$ cat src/rtl/jtag_tap_pkg.sv
// Shared types and constants for the parametrised JTAG TAP controller.
package jtag_tap_pkg;

  localparam int unsigned IDCODE_WIDTH = 32;
  localparam logic [31:0] OP_IDCODE    = 32'd1;
  localparam logic [31:0] OP_USER_BASE = 32'd2;

  typedef enum logic [3:0] {
    EXIT2_DR = 4'h0,
    EXIT1_DR = 4'h1,
    SHIFT_DR = 4'h2,
    PAUSE_DR = 4'h3,
    SEL_IR   = 4'h4,
    UPD_DR   = 4'h5,
    CAP_DR   = 4'h6,
    SEL_DR   = 4'h7,
    EXIT2_IR = 4'h8,
    EXIT1_IR = 4'h9,
    SHIFT_IR = 4'hA,
    PAUSE_IR = 4'hB,
    RTI      = 4'hC,
    UPD_IR   = 4'hD,
    CAP_IR   = 4'hE,
    TLR      = 4'hF
  } tap_state_e;

  // All-ones opcode for an IR of width w (w <= 32).
  function automatic logic [31:0] op_bypass(int unsigned w);
    logic [63:0] v;
    v = (64'd1 << w) - 64'd1;
    return v[31:0];
  endfunction

  function automatic logic [31:0] op_user(int unsigned i);
    return OP_USER_BASE + i;
  endfunction

endpackage

$ cat src/rtl/jtag_tap_fsm.sv
// IEEE 1149.1 TAP state machine: state register, next-state logic and
// decoded capture/shift/update strobes for the IR and DR paths.
module jtag_tap_fsm
  import jtag_tap_pkg::*;
(
  input  logic       clk,
  input  logic       reset_b,
  input  logic       i_tms,
  output tap_state_e o_state,
  output logic       o_next_tlr,
  output logic       o_cap_dr,
  output logic       o_shift_dr,
  output logic       o_upd_dr,
  output logic       o_cap_ir,
  output logic       o_shift_ir,
  output logic       o_upd_ir
);

  tap_state_e r_state;
  tap_state_e w_next;

  always_ff @(posedge clk or negedge reset_b) begin
    if (!reset_b) r_state <= TLR;
    else          r_state <= w_next;
  end

  always_comb begin
    w_next = r_state;
    unique case (r_state)
      TLR:      w_next = i_tms ? TLR      : RTI;
      RTI:      w_next = i_tms ? SEL_DR   : RTI;
      SEL_DR:   w_next = i_tms ? SEL_IR   : CAP_DR;
      CAP_DR:   w_next = i_tms ? EXIT1_DR : SHIFT_DR;
      SHIFT_DR: w_next = i_tms ? EXIT1_DR : SHIFT_DR;
      EXIT1_DR: w_next = i_tms ? UPD_DR   : PAUSE_DR;
      PAUSE_DR: w_next = i_tms ? EXIT2_DR : PAUSE_DR;
      EXIT2_DR: w_next = i_tms ? UPD_DR   : SHIFT_DR;
      UPD_DR:   w_next = i_tms ? SEL_DR   : RTI;
      SEL_IR:   w_next = i_tms ? TLR      : CAP_IR;
      CAP_IR:   w_next = i_tms ? EXIT1_IR : SHIFT_IR;
      SHIFT_IR: w_next = i_tms ? EXIT1_IR : SHIFT_IR;
      EXIT1_IR: w_next = i_tms ? UPD_IR   : PAUSE_IR;
      PAUSE_IR: w_next = i_tms ? EXIT2_IR : PAUSE_IR;
      EXIT2_IR: w_next = i_tms ? UPD_IR   : SHIFT_IR;
      UPD_IR:   w_next = i_tms ? SEL_DR   : RTI;
      default:  w_next = TLR;
    endcase
  end

  always_comb begin
    o_state    = r_state;
    o_next_tlr = (w_next == TLR);
    o_cap_dr   = (r_state == CAP_DR);
    o_shift_dr = (r_state == SHIFT_DR);
    o_upd_dr   = (r_state == UPD_DR);
    o_cap_ir   = (r_state == CAP_IR);
    o_shift_ir = (r_state == SHIFT_IR);
    o_upd_ir   = (r_state == UPD_IR);
  end

endmodule

$ cat src/rtl/jtag_tap_param.sv
// Parametrised TAP: IR, BYPASS/IDCODE/user DRs, DR select mux and the
// falling-edge TDO stage. The state machine lives in jtag_tap_fsm.
module jtag_tap_param
  import jtag_tap_pkg::*;
#(
  parameter int unsigned IR_WIDTH      = 4,
  parameter logic [31:0] IDCODE_VAL    = 32'h1000_0001,
  parameter int unsigned NUM_USER_DR   = 2,
  parameter int unsigned USER_DR_WIDTH = 8
) (
  input  logic                                   clk,
  input  logic                                   reset_b,
  input  logic                                   tms,
  input  logic                                   tdi,
  output logic                                   tdo,
  output logic                                   tdo_en,
  output logic [3:0]                             tap_state,
  output logic [IR_WIDTH-1:0]                    ir_value,
  input  logic [NUM_USER_DR*USER_DR_WIDTH-1:0]   user_capture,
  output logic [NUM_USER_DR*USER_DR_WIDTH-1:0]   user_update,
  output logic [NUM_USER_DR-1:0]                 user_update_stb
);

  localparam logic [IR_WIDTH-1:0] OP_IDCODE_L = IR_WIDTH'(OP_IDCODE);
  localparam logic [IR_WIDTH-1:0] OP_BYPASS_L = IR_WIDTH'(op_bypass(IR_WIDTH));
  localparam logic [IR_WIDTH-1:0] IR_CAPTURE  = IR_WIDTH'(2'b01);

  tap_state_e w_state;
  logic w_next_tlr, w_cap_dr, w_shift_dr, w_upd_dr, w_cap_ir, w_shift_ir, w_upd_ir;

  jtag_tap_fsm u_fsm (
    .clk        (clk),
    .reset_b    (reset_b),
    .i_tms      (tms),
    .o_state    (w_state),
    .o_next_tlr (w_next_tlr),
    .o_cap_dr   (w_cap_dr),
    .o_shift_dr (w_shift_dr),
    .o_upd_dr   (w_upd_dr),
    .o_cap_ir   (w_cap_ir),
    .o_shift_ir (w_shift_ir),
    .o_upd_ir   (w_upd_ir)
  );

  logic [IR_WIDTH-1:0]                        r_ir_sr;
  logic [IR_WIDTH-1:0]                        r_ir_value;
  logic                                       r_bypass;
  logic [IDCODE_WIDTH-1:0]                    r_idcode_sr;
  logic [NUM_USER_DR-1:0][USER_DR_WIDTH-1:0]  r_user_sr;
  logic [NUM_USER_DR-1:0][USER_DR_WIDTH-1:0]  r_user_upd;
  logic                                       r_tdo;
  logic                                       r_tdo_en;

  logic                   w_sel_idcode;
  logic                   w_sel_bypass;
  logic [NUM_USER_DR-1:0] w_sel_user;
  logic                   w_dr_lsb;
  logic [NUM_USER_DR-1:0] w_stb;

  // Opcode decode; all-ones is excluded from user matches so it always
  // means BYPASS even when IR_WIDTH is small enough to alias a user opcode.
  always_comb begin
    w_sel_idcode = (r_ir_value == OP_IDCODE_L);
    for (int unsigned i = 0; i < NUM_USER_DR; i++) begin
      w_sel_user[i] = (32'(r_ir_value) == op_user(i)) && (r_ir_value != OP_BYPASS_L);
    end
    w_sel_bypass = !w_sel_idcode && (w_sel_user == '0);
  end

  always_ff @(posedge clk or negedge reset_b) begin
    if (!reset_b) begin
      r_ir_sr    <= '0;
      r_ir_value <= OP_IDCODE_L;
    end else begin
      if (w_cap_ir)        r_ir_sr <= IR_CAPTURE;
      else if (w_shift_ir) r_ir_sr <= {tdi, r_ir_sr[IR_WIDTH-1:1]};
      if (w_next_tlr)      r_ir_value <= OP_IDCODE_L;
      else if (w_upd_ir)   r_ir_value <= r_ir_sr;
    end
  end

  always_ff @(posedge clk or negedge reset_b) begin
    if (!reset_b) begin
      r_bypass    <= 1'b0;
      r_idcode_sr <= '0;
    end else begin
      if (w_sel_bypass) begin
        if (w_cap_dr)        r_bypass <= 1'b0;
        else if (w_shift_dr) r_bypass <= tdi;
      end
      if (w_sel_idcode) begin
        if (w_cap_dr)        r_idcode_sr <= IDCODE_VAL;
        else if (w_shift_dr) r_idcode_sr <= {tdi, r_idcode_sr[IDCODE_WIDTH-1:1]};
      end
    end
  end

  always_ff @(posedge clk or negedge reset_b) begin
    if (!reset_b) begin
      r_user_sr  <= '0;
      r_user_upd <= '0;
    end else begin
      for (int unsigned i = 0; i < NUM_USER_DR; i++) begin
        if (w_sel_user[i]) begin
          if (w_cap_dr)
            r_user_sr[i] <= user_capture[i*USER_DR_WIDTH +: USER_DR_WIDTH];
          else if (w_shift_dr)
            r_user_sr[i] <= {tdi, r_user_sr[i][USER_DR_WIDTH-1:1]};
        end
        if (w_next_tlr)
          r_user_upd[i] <= '0;
        else if (w_upd_dr && w_sel_user[i])
          r_user_upd[i] <= r_user_sr[i];
      end
    end
  end

  always_comb begin
    w_dr_lsb = r_bypass;
    if (w_sel_idcode) w_dr_lsb = r_idcode_sr[0];
    for (int unsigned i = 0; i < NUM_USER_DR; i++) begin
      if (w_sel_user[i]) w_dr_lsb = r_user_sr[i][0];
    end
  end

  always_comb begin
    for (int unsigned i = 0; i < NUM_USER_DR; i++) begin
      w_stb[i] = w_upd_dr && w_sel_user[i];
    end
  end

  always_ff @(negedge clk or negedge reset_b) begin
    if (!reset_b) begin
      r_tdo    <= 1'b0;
      r_tdo_en <= 1'b0;
    end else begin
      r_tdo_en <= w_shift_ir || w_shift_dr;
      if (w_shift_ir)      r_tdo <= r_ir_sr[0];
      else if (w_shift_dr) r_tdo <= w_dr_lsb;
    end
  end

  assign tdo             = r_tdo;
  assign tdo_en          = r_tdo_en;
  assign tap_state       = w_state;
  assign ir_value        = r_ir_value;
  assign user_update     = r_user_upd;
  assign user_update_stb = w_stb;

endmodule
$ cat config.mk
export PLATFORM = sky130hd
export DESIGN_NAME = jtag_tap_param
export DESIGN_NICKNAME = d
export VERILOG_FILES = /design/src/rtl/jtag_tap_pkg.sv /design/src/rtl/jtag_tap_fsm.sv /design/src/rtl/jtag_tap_param.sv
export SDC_FILE = /design/constraint.sdc
export NUM_CORES = 1
export LEC_CHECK = 0
export CORE_MARGIN = 4
export CORE_UTILIZATION = 45
export CTS_CLUSTER_DIAMETER = 80
export CTS_CLUSTER_SIZE = 10
export DETAILED_ROUTE_END_ITERATION = 8
export GPL_TIMING_DRIVEN = 0
export PLACE_DENSITY = 0.72
export SYNTH_ARGS = -nofsm -noshare
export SYNTH_HDL_FRONTEND = slang
export SYNTH_SLANG_ARGS = --single-unit
export TNS_END_PERCENT = 20
$ cat constraint.sdc
create_clock -name clk -period 1.7 [get_ports clk]
set_input_delay 0.17 -clock clk [delete_from_list [all_inputs] [get_ports clk]]
set_output_delay 0.17 -clock clk [all_outputs]
set_load 0.01 [all_outputs]
==> results of run 1 <==
how the worst max path moves through the flow:
stage / cells past startpoint / slack [ns] / from / end
2_1_floorplan: 3 / -0.59 / u_fsm.o_state[1] / tdo
3_3_place_gp: 1 / -3.02 / reset_b / tdo
3_5_place_dp: 4 / -0.70 / u_fsm.o_state[0] / tdo
4_1_cts: 4 / -0.64 / ir_value[0] / tdo
5_1_grt: 4 / -0.69 / ir_value[0] / tdo
6_report: 4 / -0.64 / ir_value[0] / tdo
metal layers:
| layer | track usage (%) | part of all wire, % |
|---|---|---|
| met3 | 3.156 | 5.0 |
| met1 | 23.40 | 45 |
| met4 | 6.197 | 1.1 |
| met2 | 27.12 | 49 |
| met5 | 0 | 0 |
final cells by class:
| cell class | instances | share of cell area [%] |
|---|---|---|
| Timing Repair Buffer | 82 | 14.84 |
| Buffer | 24 | 4.465 |
| Tap cell | 105 | 2.576 |
| Sequential cell | 79 | 38.94 |
| Multi-Input combinational cell | 232 | 34.30 |
| Clock inverter | 5 | 2.085 |
| Inverter | 3 | 0.2208 |
| Clock buffer | 11 | 2.576 |
through the flow:
step | hold slack, ns | util [%]
CTS | 0.3532 | 58.60
global route | 0.3830 | 62.38
global placement | 0.4706 | 53.69
floorplan | -0.1256 | -
finish | 0.3393 | 62.38
detailed placement | 0.1805 | 53.90
cells by family (layout without fill, tap and decap cells):
family	Yosys count	after routing	share of synthesized area (%)
buffers and inverters	31	125	4.022
AND/OR/NAND/NOR	96	96	16.09
flip-flops	79	79	52.69
AO/OA/AOI/OAI	82	82	11.77
multiplexers	54	54	15.43
flip-flops by register name (all words and copies together), names as in the netlist:
name / cells
r_user_sr: 16
tdo: 1
user_update: 16
r_ir_sr: 4
r_idcode_sr: 32
tdo_en: 1
r_bypass: 1
ir_value: 4
u_fsm.o_state: 4
power breakdown:
part	internal (mW)	switching (mW)	total (mW)	leakage, nW
Sequential	2.33	0.385	2.71	0.979
Combinational	1.80	1.52	3.33	1.15
Clock	0.980	0.680	1.66	0.114
Total	5.11	2.59	7.70	2.24
worst register-to-register path, cell delays in order, from the launching register on:
cell,delay [ns]
dfstp_2,0.55
buf_6,0.12
mux2i_4,0.23
a2111oi_4,0.09
a221o_1,0.32
repair_timing:
action,in CTS,in global routing
setup buffers,13,19
cloned,0,1
hold buffers,1,0
pin swaps,1,11
hold endpoints to repair,33,0
resized for setup,41,54
setup endpoints to repair,75,76
layout by cell type (no fill, tap or decap), types with 13 or more instances in the layout:
cell	count
nor2_1	13
clkdlybuf4s50_1	37
a21oi_1	54
mux2_2	30
mux2i_1	20
nor2b_1	30
dfrtp_1	70
nand3_1	18
buf_4	31
==> metrics, run 1 <==
crit path max fanout=5; RSZ-0062 raised after global routing=true; FFs w/ async S/R, synth=100.0%; share of the synthesized area in the top cell type=47.87%; Worst Reg-to-Reg Cells=4; total wire length=8.558 mm; Syn Inst Count=342; Final nets=451; # placed instances=495; #FFs+latches synth=79; Core Area=8175 sq um; GR Util All Layers=17.04%; Seq/Total Area, Yosys=52.69%; via count=2,849; Buf/Inv on CP=1; Top Family by Delay on Critical Path=flip-flops; WP data arrival=1.66 ns; distinct cell type count after synthesis=42; crit end category=register; Num CTS Buffers=9; clock sink count=79; final hold vios=0; status=finished, violations left; crit-path cells=buf_6, mux2i_4, a2111oi_4, a221o_1; Storage cell area=1986 sq um; DP Wirelength=5.386 mm; Syn-to-layout area delta=35.51%; H-tree depth=3; largest cells by area after synthesis=dfrtp_1 48%, mux2_2 9.0%, a21oi_1 7.2%; Power per Cell Area=1510 nW/um^2; FP Rows=33; P_leak=2.239 nW; Worst Path Required=1.02 ns; synth cell count leaders=72 x dfrtp_1, 54 x a21oi_1, 30 x mux2_2, 30 x nor2b_1, 22 x mux2i_1; CTS tree=built; setup_tns=-6.669 ns; clock root buffer=clkbuf_8; diode count=0; first-pass GRT wire length=13.58 mm; Synth Flop Type=dfrtp_1; clk_skew=0.02064 ns; worst r2r dst=tdo; initial DRC count=135; Post-synth EDFFs=0; post-DR vias/cell=5.266; Clock transition at path regs=0.08 ns; fill count=634; Routed wire per std cell=15.82 microns; cell with the most instances after synthesis=dfrtp_1; global route overflow=0; chip height=99.45 microns; drt drc=0; post-route setup slack=-0.6448 ns; layout cells sized above 1=31.42%; largest net degree at the start of global routing=41; syn_nets=362; worst-margin pin slew=0.6667 ns; MaxCap Viol Count=0; YS warnings=0; Pwr Total=7.698 mW; final slew viol count=0; post-place setup slack=-0.7039 ns; initial antenna violation count=0; largest stage delay on the critical path=0.55 ns; Bufs on Longest Clock Path=2; final cell count without fillers=541; VDD IR-drop max=0.5550 mV; violated checks=setup timing; multi-input logic area=1749 sq um; I/O pins=48; cell area after layout=5100 sq um; vias in the first global route=2,713; Syn Std Cell Area=3764 sq um; worst hold path class=input pin to asynchronous set/reset pin; die area=9890 sq um; Slew headroom=55.43%; element type at the critical path start=register; FF-to-FF Start=ir_value[0]; CP Class=register to register; Die Width=99.45 microns; reg2reg setup slack=-0.64 ns; Yosys top cell by area=dfrtp_1; port buffer count=47; drt pass-1 iters=4; Placer Congestion=0.8600; Placed Area=4407 sq um; clk_lat worst skew=0.34 ns; initial core utilization=46.04%; Final ANT Viol Nets=0; CP max-delay cell=dfstp_2; final setup vio count=57; Synth Area per Inst=11.00 sq um
Power figures use the tool's default switching activity.
==> run 2, diff against run 1 <==
GPL_TIMING_DRIVEN = unset   (was 0)
==> run 2 against run 1 <==
The run still ends with setup timing left. Sequential share of layout area barely moved. Worst setup slack better by 0.090 ns. Global-route usage is 0.20 points higher. Register-to-register slack better by 0.09 ns. Clock power decreased by 5%. Via count down 1.9%. Critical endpoint unchanged. Largest power group unchanged.
==> metrics, run 2 (same netlist as run 1, synthesis figures left out) <==
Hold Slack=0.1796 ns (was 0.3393 ns); # placed instances=498 (was 495); crit path from=ir_value[0] (unchanged); CP Class=register to register (unchanged); final setup vio count=52 (was 57); total wire length=8.367 mm (was 8.558 mm); Syn-to-layout area delta=35.64% (was 35.51%); largest net degree at the start of global routing=45 (was 41); CP max-delay cell=dfstp_2 (unchanged); Worst Reg-to-Reg Cells=3 (was 4); layout cells sized above 1=31.92% (was 31.42%); P_leak=2.234 nW (was 2.239 nW); WP data arrival=1.58 ns (was 1.66 ns); worst-margin pin slew=0.5444 ns (was 0.6667 ns); Power per Cell Area=1508 nW/um^2 (was 1510 nW/um^2); reg2reg setup slack=-0.55 ns (was -0.64 ns); first-pass GRT wire length=13.64 mm (was 13.58 mm); FF-to-FF Start=ir_value[0] (unchanged); worst r2r dst=tdo (unchanged); crit-path cells=nor4b_4, o21bai_1, a221o_1 (was buf_6, mux2i_4, a2111oi_4, a221o_1); crit end category=register (unchanged); Largest Register=r_idcode_sr (unchanged); final slew viol count=0 (unchanged); violated checks=setup timing (unchanged); via count=2,796 (was 2,849); drt drc=0 (unchanged); post-route setup slack=-0.5546 ns (was -0.6448 ns); most frequent cells in the layout=70 x dfrtp_1, 49 x a21oi_1, 36 x buf_4 (was 70 x dfrtp_1, 54 x a21oi_1, 37 x clkdlybuf4s50_1); H-tree depth=3 (unchanged); Bufs on Longest Clock Path=2 (unchanged); Setup crit end=tdo (unchanged); CTS tree=built (unchanged); FP Rows=33 (unchanged); initial antenna violation count=0 (unchanged); Critical Path Stages=3 (was 4); worst hold path class=input pin to asynchronous set/reset pin (unchanged); cell area after layout=5105 sq um (was 5100 sq um); clock root buffer=clkbuf_8 (unchanged); initial DRC count=102 (was 135); port buffer count=47 (unchanged); clk_skew=0.01479 ns (was 0.02064 ns); final cell count without fillers=531 (was 541); MaxCap Viol Count=0 (unchanged); vias in the first global route=2,745 (was 2,713); Pwr Total=7.700 mW (was 7.698 mW); clk_lat worst skew=0.35 ns (was 0.34 ns); DP Wirelength=5.241 mm (was 5.386 mm); die area=9890 sq um (unchanged); Clock transition at path regs=0.09 ns (was 0.08 ns); GR Util All Layers=17.25% (was 17.04%); commonest non-fill, non-tap cell in the layout=dfrtp_1 (unchanged); crit path max fanout=3 (was 5); global route overflow=0 (unchanged); Die Width=99.45 microns (unchanged); status=finished, violations left (unchanged); post-DR vias/cell=5.266 (about the same); chip height=99.45 microns (unchanged); Placer Congestion=0.7737 (was 0.8600); Slew headroom=63.71% (was 55.43%); RSZ-0062 raised after global routing=true (unchanged); initial core utilization=46.04% (unchanged); Final ANT Viol Nets=0 (unchanged); Final nets=441 (was 451); Routed wire per std cell=15.76 microns (was 15.82 microns); element type at the critical path start=register (unchanged); clock sink count=79 (unchanged); final hold vios=0 (unchanged); Num CTS Buffers=9 (unchanged); I/O pins=48 (unchanged); final core occ=62.44% (was 62.38%); VDD IR-drop max=0.6971 mV (was 0.5550 mV); Buf/Inv on CP=0 (was 1); max FFs per register=32 (unchanged); Placed Area=4524 sq um (was 4407 sq um); diode count=0 (unchanged); largest stage delay on the critical path=0.57 ns (was 0.55 ns); Top Family by Delay on Critical Path=flip-flops (unchanged); Worst Path Required=1.03 ns (was 1.02 ns); drt pass-1 iters=4 (unchanged); Core Area=8175 sq um (unchanged)
run 2: layer usage:
metal,track usage [%],share of wire (%),vias up
li1,-,-,1360
met4,6.092,1.4,0
met2,27.17,49,69
met3,4.137,4.4,9
met1,23.37,46,1358
met5,0,0,-
run 2: worst min-delay path by stage:
stage / start / end / slack, ns / cells after the start
floorplan: reset_b / ir_value[1] / -0.13 / 0
global placement: reset_b / user_update[4] / 0.01 / 1
detailed placement: reset_b / user_update[6] / 0.01 / 1
CTS: reset_b / user_update[6] / 0.17 / 2
global route: reset_b / user_update[5] / 0.19 / 2
finish: reset_b / user_update[5] / 0.18 / 2
run 2: cell type report:
cell class                 count  area, sq um
inverter                       3        11.26
multi-input combinational    232         1790
fill                         655         3070
clock buffer                  10        137.6
sequential                    79         1986
timing repair buffer          96        957.2
tap                          105        131.4
clock inverter                 6        91.34
run 2: repair_timing:
| action | 4_1_cts | 5_1_grt |
|---|---|---|
| pin swaps | 7 | 18 |
| cloned | 1 | 1 |
| endpoints found under the hold margin | 28 | 0 |
| hold buffers | 1 | 0 |
| buffers inserted | 2 | 13 |
| resized for setup | 35 | 45 |
| setup endpoints to repair | 76 | 69 |
run 2: report_power, final:
group / leakage (nW) / internal [mW] / switching [mW]
Clock: 0.117 / 0.875 / 0.699
Sequential: 0.979 / 2.33 / 0.279
Combinational: 1.14 / 1.88 / 1.64
run 2: through the flow:
step,setup TNS [ns],setup WS [ns]
floorplan,-0.8819,-0.5932
finish,-4.087,-0.5546
global route,-7.696,-0.5895
CTS,-4.577,-0.5300
global placement,-9.360,-0.4807
detailed placement,-11.90,-0.5259
==> patch: new RTL, flow settings as in run 1 <==
Set the parameter `USER_DR_WIDTH` to 12 (it was 8).
--- a/src/rtl/jtag_tap_param.sv
+++ b/src/rtl/jtag_tap_param.sv
@@ -6,7 +6,7 @@
   parameter int unsigned IR_WIDTH      = 4,
   parameter logic [31:0] IDCODE_VAL    = 32'h1000_0001,
   parameter int unsigned NUM_USER_DR   = 2,
-  parameter int unsigned USER_DR_WIDTH = 8
+  parameter int unsigned USER_DR_WIDTH = 12
 ) (
   input  logic                                   clk,
   input  logic                                   reset_b,
Interface: changed (resized user_capture and user_update); port bits go from 48 to 64. The function was not compared with the original's and may differ.
==> patch against run 1 <==
The flow still finishes with violations (negative setup slack); design area up 16%; power up 8.6%; sequential cell count up 16; worst setup slack better by 0.013 ns; worst hold slack worse by 0.025 ns; count of clock-buffer cells in the layout up 2; routed wire length up 19%; synthesized area up 18%; largest cell class unchanged.
==> patch: results (changes against run 1) <==
- Failing checks: negative setup slack (unchanged)
- Post-Syn Instances: 407 (was 342)
- Pre-antenna DRT Iters: 4 (unchanged)
- Storage cell area: 2390 um^2 (was 1990 um^2)
- Largest net degree at the start of global routing: 67 (was 41)
- Cells after DPL: 604 (was 495)
- Max VDD drop: 0.553 mV (was 0.555 mV)
- Post-DP HPWL: 6920 um (was 5390 um)
- Share of cells above drive strength 1: 21.1% (was 31.4%)
- NetSw: 2.88 mW (was 2.59 mW)
- Status: finished with violations (unchanged)
- Least-Margin Pin Slew: 0.531 ns (was 0.667 ns)
- Fin worst setup slack: -0.632 ns (was -0.645 ns)
- Worst Path Arrival: around 1.7 ns
- # setup viols final: 79 (was 57)
- Lkg Pwr: 2.59 nW (was 2.24 nW)
- Largest register by flop count: r_idcode_sr (unchanged)
- Non-Filler Instances: 649 (was 541)
- Initial DRC Count: 160 (was 135)
- Routed WL: 10200 um (was 8560 um)
- Placed instance area: 5320 um^2 (was 4410 um^2)
- Pins Over Slew Limit: 0 (unchanged)
- Max Clock Skew: 0.0245 ns (was 0.0206 ns)
- Vias in the first global route: 3468 (was 2713)
- Min Hold Slack: 0.314 ns (was 0.339 ns)
- Port buffer count: 63 (was 47)
- Fill cells: 799 (was 634)
- RePlAce Congestion: 0.810 (was 0.860)
- Clock latency on the worst-skew pair: 0.37 ns (was 0.34 ns)
- Synthesized Nets: 435 (was 362)
- Largest register FFs: 32 (unchanged)
- Post-synth cell types: 40 (was 42)
- Ranking of synthesized cells by area: dfrtp_1, a21oi_1, mux2_1 (was dfrtp_1, mux2_2, a21oi_1)
- Seq/Total Area, Yosys: 53.6% (was 52.7%)
- Nets: 539 (was 451)
- CP max stage delay: 0.55 ns (about the same)
- All-Layer GR Usage: 18.5% (was 17.0%)
- Vias per inst: 5.25 (was 5.27)
- Commonest cells post-synth: dfrtp_1, a21oi_1, mux2i_1, nor2b_1 (was dfrtp_1, a21oi_1, mux2_2, nor2b_1, mux2i_1)
- Setup TNS: -11.31 ns (was -6.67 ns)
- Dpl ws: -0.694 ns (was -0.704 ns)
- First-pass GRT wire length: 17100 um (was 13600 um)
-- patch: changes by cell type after synthesis, sizes merged, moves of 2 or more --
cell / before / now
a21oi: 54 / 78
o21ai: 21 / 29
nand3: 18 / 26
dfrtp: 72 / 88
o31ai: 0 / 2
buf: 12 / 22
mux2i: 22 / 30
and2: 1 / 3
clkbuf: 16 / 11
nor2: 15 / 12
-- patch: per-layer routing --
layer,global-route usage [%],vias up,routed length (um)
li1,-,1648,-
met1,23.8,1649,4560
met2,31.6,98,4960
met3,3.78,15,479
met4,5.59,0,193
met5,0,-,0
-- patch: cells by family (layout without fill, tap and decap cells) --
| logic type | count (synthesis) | count (layout) | share of synthesized area (%) |
|---|---|---|---|
| and+or+nand+nor | 101 | 101 | 14.1 |
| muxes | 62 | 62 | 14.9 |
| AOI/OAI and AO/OA | 113 | 113 | 13.2 |
| buffers and inverters | 36 | 145 | 4.25 |
| DFF | 95 | 95 | 53.6 |
-- patch: cell type report --
type	count	area share, %
Sequential cell	95	40.4
Multi-Input combinational cell	276	33.0
Timing Repair Buffer	93	15.2
Buffer	33	4.87
Clock buffer	13	2.86
Tap cell	133	2.81
Clock inverter	3	0.677
Inverter	3	0.190
-- patch: worst register-to-register path, stage by stage, from the launching register on --
cell	delay, ns
dfstp_2	0.55
buf_6	0.10
or4b_4	0.45
a21oi_2	0.13
o31ai_1	0.08
-- patch: repair_timing --
| action | CTS | global route |
|---|---|---|
| hold endpoints to repair | 29 | 0 |
| pin swaps | 3 | 1 |
| setup buffers | 13 | 13 |
| gates resized for setup | 49 | 23 |
| setup endpoints to repair | 93 | 93 |
| gates cloned | 2 | 0 |
| hold buffers | 2 | 0 |
-- patch: power groups by stage --
| stage | registers, mW | clock network, mW | logic, mW |
|---|---|---|---|
| after global placement | 3.21 | 0 | 2.97 |
| after CTS | 3.16 | 1.61 | 3.43 |
| final | 3.17 | 1.59 | 3.60 |
| after global routing | 3.25 | 1.70 | 3.92 |
| after detailed placement | 3.22 | 0 | 3.05 |
| after floorplan | 3.28 | 0 | 1.73 |
-- patch: worst paths after layout --
path,startpoint,endpoint
max in group asynchronous,reset_b,tdo$_DFFE_NN0P_
setup / recovery,ir_value[0]$_DFFE_PN1P_,tdo$_DFFE_NN0P_
setup reg to reg,ir_value[0]$_DFFE_PN1P_,tdo$_DFFE_NN0P_
min in group clk,user_capture[5],r_user_sr[5]$_DFFE_PN0P_
hold / removal,reset_b,user_update[20]$_DFFE_PN0P_
hold reg to reg,r_idcode_sr[4]$_DFFE_PN0P_,r_idcode_sr[4]$_DFFE_PN0P_
